$ cat src/rtl/fsm_dispatch_pkg.sv
// Shared definitions for the dispatch sequencer: state encoding, execution
// unit indices and the per-unit instruction-class masks from the opdecoder.
package fsm_dispatch_pkg;

    // Sequencer states; any other 3-bit value is treated as IDLE.
    typedef enum logic [2:0] {
        ST_IDLE      = 3'b000,
        ST_FETCH     = 3'b001,
        ST_SETTLE    = 3'b010,
        ST_DISPATCH  = 3'b011,
        ST_WAIT_DONE = 3'b100,
        ST_TRAP      = 3'b111
    } state_e;

    localparam int UNIT_ALU    = 0;
    localparam int UNIT_LOAD   = 1;
    localparam int UNIT_STORE  = 2;
    localparam int UNIT_BRANCH = 3;
    localparam int UNIT_JUMP   = 4;
    localparam int UNIT_FLOAT  = 5;

    // One-hot class bits owned by each unit. Bits 25..31 belong to no unit
    // and therefore decode as illegal.
    localparam logic [31:0] MASK_ALU    = 32'h0000_7060; // bits 5,6,12,13,14
    localparam logic [31:0] MASK_LOAD   = 32'h0000_0007; // bits 0..2
    localparam logic [31:0] MASK_STORE  = 32'h0000_0018; // bits 3..4
    localparam logic [31:0] MASK_BRANCH = 32'h0000_0F80; // bits 7..11
    localparam logic [31:0] MASK_JUMP   = 32'h0001_8000; // bits 15..16
    localparam logic [31:0] MASK_FLOAT  = 32'h01FE_0000; // bits 17..24

    // Mask lookup by unit index; indices beyond the known units own no bits.
    function automatic logic [31:0] unit_mask(input int unsigned idx);
        case (idx)
            UNIT_ALU:    return MASK_ALU;
            UNIT_LOAD:   return MASK_LOAD;
            UNIT_STORE:  return MASK_STORE;
            UNIT_BRANCH: return MASK_BRANCH;
            UNIT_JUMP:   return MASK_JUMP;
            UNIT_FLOAT:  return MASK_FLOAT;
            default:     return 32'h0;
        endcase
    endfunction

endpackage

$ cat src/rtl/fsm_dispatch_code_to_unit.sv
// Combinational class decoder: maps the opdecoder's one-hot code onto the
// execution units, encodes the selected unit index and flags whether exactly
// one unit claimed the code.
module code_to_unit
    import fsm_dispatch_pkg::*;
#(
    parameter int N_FSM = 6,
    parameter int SEL_W = 3
) (
    input  logic [31:0]      code,
    output logic [N_FSM-1:0] unit_vec,
    output logic [SEL_W-1:0] unit_idx,
    output logic             unit_onehot
);

    // Per-unit OR-reduction of masked code, index encode, and one-hot test.
    always_comb begin
        unit_vec = '0;
        unit_idx = '0;
        for (int i = 0; i < N_FSM; i++) begin
            unit_vec[i] = |(code & unit_mask(i));
            if (unit_vec[i]) begin
                unit_idx = unit_idx | SEL_W'(i);
            end
        end
        unit_onehot = (unit_vec != '0) && ((unit_vec & (unit_vec - N_FSM'(1))) == '0);
    end

endmodule

$ cat src/rtl/fsm_dispatch.sv
// Top-level sequencer of the control unit: fetch, settle, dispatch to one
// execution FSM, wait for its done, retire. Traps on illegal/ambiguous codes.
// Optional watchdog on WAIT_DONE is compiled in with FSM_DISPATCH_WDT_EN.
//
// Handshake: the sequencer issues a single-cycle start_vec pulse and owns no
// back-pressure; the execution FSM answers with done_vec[sel_fsm], which is
// only looked at while in WAIT_DONE. mem_req/mem_ready form a request/grant
// pair: the IR is loaded in the cycle where both are high.
module fsm_dispatch
    import fsm_dispatch_pkg::*;
#(
    parameter int N_FSM      = 6,
    parameter int SEL_W      = 3,
    parameter int WDT_CYCLES = 64
) (
    input  logic             clk,
    input  logic             reset,
    input  logic             run,
    input  logic             mem_ready,
    input  logic [31:0]      code,
    input  logic [N_FSM-1:0] done_vec,
    input  logic             trap_clear,
    output logic             mem_req,
    output logic             load_ir,
    output logic [N_FSM-1:0] start_vec,
    output logic [SEL_W-1:0] sel_fsm,
    output logic             busy,
    output logic             illegal,
    output logic             timeout,
    output logic [63:0]      retired,
    output state_e           dbg_state
);

    // Reject configurations that cannot encode every FSM or overflow the watchdog.
    if ((2 ** SEL_W) < N_FSM || WDT_CYCLES < 2 || WDT_CYCLES > 256) begin : g_bad_params
        $error("fsm_dispatch: illegal parameter combination");
    end

    state_e           state_q, state_d;
    logic [SEL_W-1:0] sel_fsm_q, sel_fsm_d;
    logic             illegal_q, illegal_d;
    logic [63:0]      retired_q, retired_d;
    logic [N_FSM-1:0] unit_vec;
    logic [SEL_W-1:0] unit_idx;
    logic             unit_onehot;
    logic             done_sel;

    code_to_unit #(.N_FSM(N_FSM), .SEL_W(SEL_W)) u_code_to_unit (
        .code        (code),
        .unit_vec    (unit_vec),
        .unit_idx    (unit_idx),
        .unit_onehot (unit_onehot)
    );

    // Pick the done bit of the FSM that currently owns the datapath.
    always_comb begin
        done_sel = 1'b0;
        for (int i = 0; i < N_FSM; i++) begin
            if (sel_fsm_q == SEL_W'(i)) begin
                done_sel = done_vec[i];
            end
        end
    end

`ifdef FSM_DISPATCH_WDT_EN
    localparam logic [7:0] WDT_LIMIT = 8'(WDT_CYCLES - 1);
    logic [7:0] wdt_q, wdt_d;
    logic       timeout_q, timeout_d;

    // Watchdog clears on the way into WAIT_DONE and counts each cycle spent there.
    always_comb begin
        wdt_d = wdt_q;
        if (state_q == ST_DISPATCH) begin
            wdt_d = 8'd0;
        end else if (state_q == ST_WAIT_DONE) begin
            wdt_d = wdt_q + 8'd1;
        end
    end

    // Watchdog and sticky timeout registers.
    always_ff @(posedge clk or posedge reset) begin
        if (reset) begin
            wdt_q     <= 8'd0;
            timeout_q <= 1'b0;
        end else begin
            wdt_q     <= wdt_d;
            timeout_q <= timeout_d;
        end
    end

    assign timeout = timeout_q;
`else
    assign timeout = 1'b0;
`endif

    // Next-state logic and per-state outputs.
    always_comb begin
        state_d   = state_q;
        sel_fsm_d = sel_fsm_q;
        illegal_d = illegal_q;
        retired_d = retired_q;
`ifdef FSM_DISPATCH_WDT_EN
        timeout_d = timeout_q;
`endif
        mem_req   = 1'b0;
        load_ir   = 1'b0;
        start_vec = '0;
        busy      = 1'b0;
        case (state_q)
            ST_IDLE: begin
                // Execution FSMs are not reset, so wait until none is still finishing.
                if (run && (done_vec == '0)) begin
                    state_d = ST_FETCH;
                end
            end
            ST_FETCH: begin
                busy    = 1'b1;
                mem_req = 1'b1;
                if (mem_ready) begin
                    load_ir = 1'b1;
                    state_d = ST_SETTLE;
                end
            end
            ST_SETTLE: begin
                busy    = 1'b1;
                state_d = ST_DISPATCH;
            end
            ST_DISPATCH: begin
                busy = 1'b1;
                if (unit_onehot) begin
                    start_vec = unit_vec;
                    sel_fsm_d = unit_idx;
                    state_d   = ST_WAIT_DONE;
                end else begin
                    illegal_d = 1'b1;
                    state_d   = ST_TRAP;
                end
            end
            ST_WAIT_DONE: begin
                busy = 1'b1;
                if (done_sel) begin
                    retired_d = retired_q + 64'd1;
                    state_d   = run ? ST_FETCH : ST_IDLE;
                end
`ifdef FSM_DISPATCH_WDT_EN
                else if (wdt_q == WDT_LIMIT) begin
                    timeout_d = 1'b1;
                    state_d   = ST_TRAP;
                end
`endif
            end
            ST_TRAP: begin
                if (trap_clear) begin
                    illegal_d = 1'b0;
`ifdef FSM_DISPATCH_WDT_EN
                    timeout_d = 1'b0;
`endif
                    state_d   = ST_IDLE;
                end
            end
            default: begin
                state_d = ST_IDLE;
            end
        endcase
    end

    // State, datapath-select, sticky flag and retire-count registers.
    always_ff @(posedge clk or posedge reset) begin
        if (reset) begin
            state_q   <= ST_IDLE;
            sel_fsm_q <= '0;
            illegal_q <= 1'b0;
            retired_q <= 64'd0;
        end else begin
            state_q   <= state_d;
            sel_fsm_q <= sel_fsm_d;
            illegal_q <= illegal_d;
            retired_q <= retired_d;
        end
    end

    assign sel_fsm   = sel_fsm_q;
    assign illegal   = illegal_q;
    assign retired   = retired_q;
    assign dbg_state = state_q;

endmodule
$ cat config.mk
export PLATFORM = sky130hd
export DESIGN_NAME = fsm_dispatch
export DESIGN_NICKNAME = d
export VERILOG_FILES = /design/src/rtl/fsm_dispatch_pkg.sv /design/src/rtl/fsm_dispatch_code_to_unit.sv /design/src/rtl/fsm_dispatch.sv
export SDC_FILE = /design/constraint.sdc
export NUM_CORES = 1
export LEC_CHECK = 0
export CAP_MARGIN = 20
export CORE_MARGIN = 2
export CORE_UTILIZATION = 35
export DETAILED_ROUTE_END_ITERATION = 8
export SLEW_MARGIN = 5
export SYNTH_ARGS = -nofsm -noshare
export SYNTH_HDL_FRONTEND = slang
export SYNTH_SLANG_ARGS = --single-unit
export TNS_END_PERCENT = 30
$ cat constraint.sdc
create_clock -name clk -period 3.5 [get_ports clk]
set_input_delay 0.7 -clock clk [delete_from_list [all_inputs] [get_ports clk]]
set_output_delay 0.7 -clock clk [all_outputs]
set_load 0.02 [all_outputs]
==> flow_summary.json <==
{
  "status": "completed",
  "dieArea_sq_mm": 0.0112,
  "drt-total-wl_um": 8750,
  "cts_root_buf": "clkbuf_8",
  "path_max_fanout": 6,
  "fin_crit_ns": 3.38,
  "most-common-layout-cells": "clkdlybuf4s50_1 (109), dfrtp_1 (71), xnor2_1 (42), nand2_1 (34), nor2_1 (31)",
  "grt_pass1_wl_um": 14600,
  "arrival_ns": 2.68,
  "r2r_slack_ns": 0.98,
  "final_antenna_net_count": 0,
  "finalHoldViolations": 0,
  "dieWidth_um": 106,
  "clk_latency_ns": 0.35,
  "place.gp.congestion": 0.845,
  "end_kind": "output pin",
  "hp-class": "reg -> reg",
  "dp.cells": 618,
  "yosysWarnings": 0,
  "power_w": 0.00211,
  "synth_edf_count": 0,
  "period_share_pct": 96.5,
  "hold_slack_ns": 0.475,
  "clk_pin_slew_worst_paths_ns": 0.08,
  "layout-drive-gt1-share_pct": 10.2,
  "slew_headroom_pct": 55.9,
  "synth-seq-area-share_pct": 49.1,
  "critPathSlowestCell": "or4_1",
  "postCtsSetupRepairBufs": 0,
  "area_growth_pct": 44.1,
  "synthCells": 361,
  "cts_tree": "built",
  "critPathLaunchType": "input port",
  "finalSetupViolCount": 0,
  "finClkSkew_ns": 0.0139,
  "fp.dieH_um": 106,
  "max_freq_ghz": 0.296,
  "grt_max_degree": 72,
  "globalRouteTotalUtil_pct": 16.2,
  "pwr_density_cell_mw_per_mm2": 404,
  "worstMarginPinSlew_ns": 0.655,
  "rsz0062_at_grt": "no",
  "ys_types": 48,
  "crit_path_cell_trace": "clkdlybuf4s50_1, or4_1, nor2_1, a21boi_1, nor2_1, o32a_1, nor2_1, clkdlybuf4s15_2",
  "fin_nets": 537,
  "cts_num_sinks": 71,
  "setup_tns_ns": 0,
  "cts_buffers": 9,
  "slew_violations": 0,
  "crit_type": "in -> out",
  "ir_drop_mv": 0.191,
  "grt.overflow.total": 0,
  "vias": 3101,
  "grt_pass1_vias": 2977,
  "final_common_cell": "clkdlybuf4s50_1",
  "netlist_area_sq_mm": 0.00362,
  "critPathMaxStageDelay_ns": 0.51,
  "via_per_inst": 4.89,
  "clock_path_buffers": 2,
  "drc": 0,
  "synth-seq-cells": 71,
  "start_util_pct": 35.5,
  "drt-wirelength-per-cell_um": 13.8,
  "hpwl_um": 6450,
  "h-tree-depth": 3,
  "first_pass_iters": 4,
  "p_leak_nw": 2.13,
  "ios": 124,
  "synth.net_count": 405,
  "core_area_sq_mm": 0.0102,
  "antenna_found_initial": 0,
  "drv_cap": 0,
  "insertedDiodeCount": 0,
  "ys.flop_type": "dfrtp_1",
  "syn_avg_cell_area_sq_um": 10.0,
  "async_reset_ff_share_pct": 100,
  "cp_common_cell": "nor2_1",
  "port_buffers": 115,
  "worstPathRequired_ns": 2.80,
  "rows": 37,
  "drtIter0Drc": 88,
  "final_cells": 634
}
[path summary, 6_finish.rpt]
| kind | to | cells after the start | start |
|---|---|---|---|
| max | start_vec[5] | 8 | code[6] |
| min | retired[63] | 1 | retired[63] |
| max reg2reg | retired[63] | 6 | retired[11] |
| min reg2reg | retired[63] | 1 | retired[63] |
| max in group asynchronous | retired[1] | 3 | reset |
| min in group asynchronous | retired[38] | 3 | reset |
[synthesized netlist by cell type, types with 2 or more instances]
cell type	count	area share, %
nand2_1	34	3.5
nor2b_1	4	0.69
nor2_1	31	3.2
clkbuf_1	6	0.62
o31ai_1	2	0.41
and2_1	5	0.86
o21ai_0	2	0.28
nor4_1	6	1.0
and3_2	2	0.41
or4_1	2	0.41
and4_1	4	0.97
dfrtp_1	71	49
a211o_1	2	0.48
nor3_1	18	2.5
nand4_1	18	3.1
and3_1	9	1.6
mux2_2	5	1.6
or3_1	6	1.0
o2111ai_1	2	0.48
xor2_1	23	5.6
a21oi_1	3	0.41
xnor2_1	42	10
nand3_1	24	3.3
nand2b_1	3	0.52
inv_1	14	1.5
[through the flow]
step                setup slack [ns]  area (sq um)  util (%)
finish                         0.123          5220      51.2
detailed placement            -0.359          5020      49.3
global route                 0.00759          5220      51.2
CTS                          0.00764          5230      51.3
global placement              -0.303          5020      49.3
floorplan                      0.274          3620         -
[worst max-delay path, delay by kind of cell]
| kind | cells | cell delay (ns) |
|---|---|---|
| simple gates | 4 | 0.80 |
| buf+inv | 2 | 0.66 |
| compound gates | 2 | 0.52 |
[final cells by class]
cell class                 count  area [sq um]
clock inverter                 5          56.3
sequential                    71          1780
fill                         975          4970
tap                          136           170
timing repair buffer         129          1260
multi-input combinational    268          1750
inverter                      14          52.6
clock buffer                  11           151
[registers in the layout, summed over array words and instances, names as in the netlist]
register	cells
dbg_state	3
retired	64
sel_fsm	3
illegal	1
[what timing repair did]
| item | CTS | global route |
|---|---|---|
| endpoints found under the setup margin | 5 | 6 |
| hold buffers | 0 | 0 |
| gates resized for setup | 16 | 4 |
| pin swaps | 0 | 1 |
| gates cloned | 0 | 0 |
[per-layer routing]
| layer | GRT usage, % | wire length, um | up-vias |
|---|---|---|---|
| met4 | 6.30 | 142 | 0 |
| li1 | - | - | 1526 |
| met3 | 4.33 | 574 | 12 |
| met2 | 24.5 | 4010 | 91 |
| met1 | 22.0 | 4030 | 1472 |
| met5 | 0 | 0 | - |
[kinds of logic (layout without fill, tap and decap cells)]
| family | Yosys count | in the layout | synth area share [%] |
|---|---|---|---|
| AOI/OAI and AO/OA | 20 | 20 | 4.15 |
| xor gates and xnor gates | 65 | 65 | 15.7 |
| adders and majority gates | 1 | 1 | 0.346 |
| buffers and inverters | 22 | 159 | 2.59 |
| DFF | 71 | 71 | 49.1 |
| muxes | 6 | 6 | 2.18 |
| other | 1 | 1 | 0.104 |
| and+or+nand+nor | 175 | 175 | 25.8 |
[power by group]
| group | switching [W] | internal (W) | total (W) |
|---|---|---|---|
| combinational | 0.000230 | 0.000235 | 0.000465 |
| sequential | 0.0000839 | 0.000872 | 0.000956 |
| clock | 0.000321 | 0.000367 | 0.000687 |
| total | 0.000634 | 0.00147 | 0.00211 |
No activity file was read; power rests on OpenSTA's default activity.
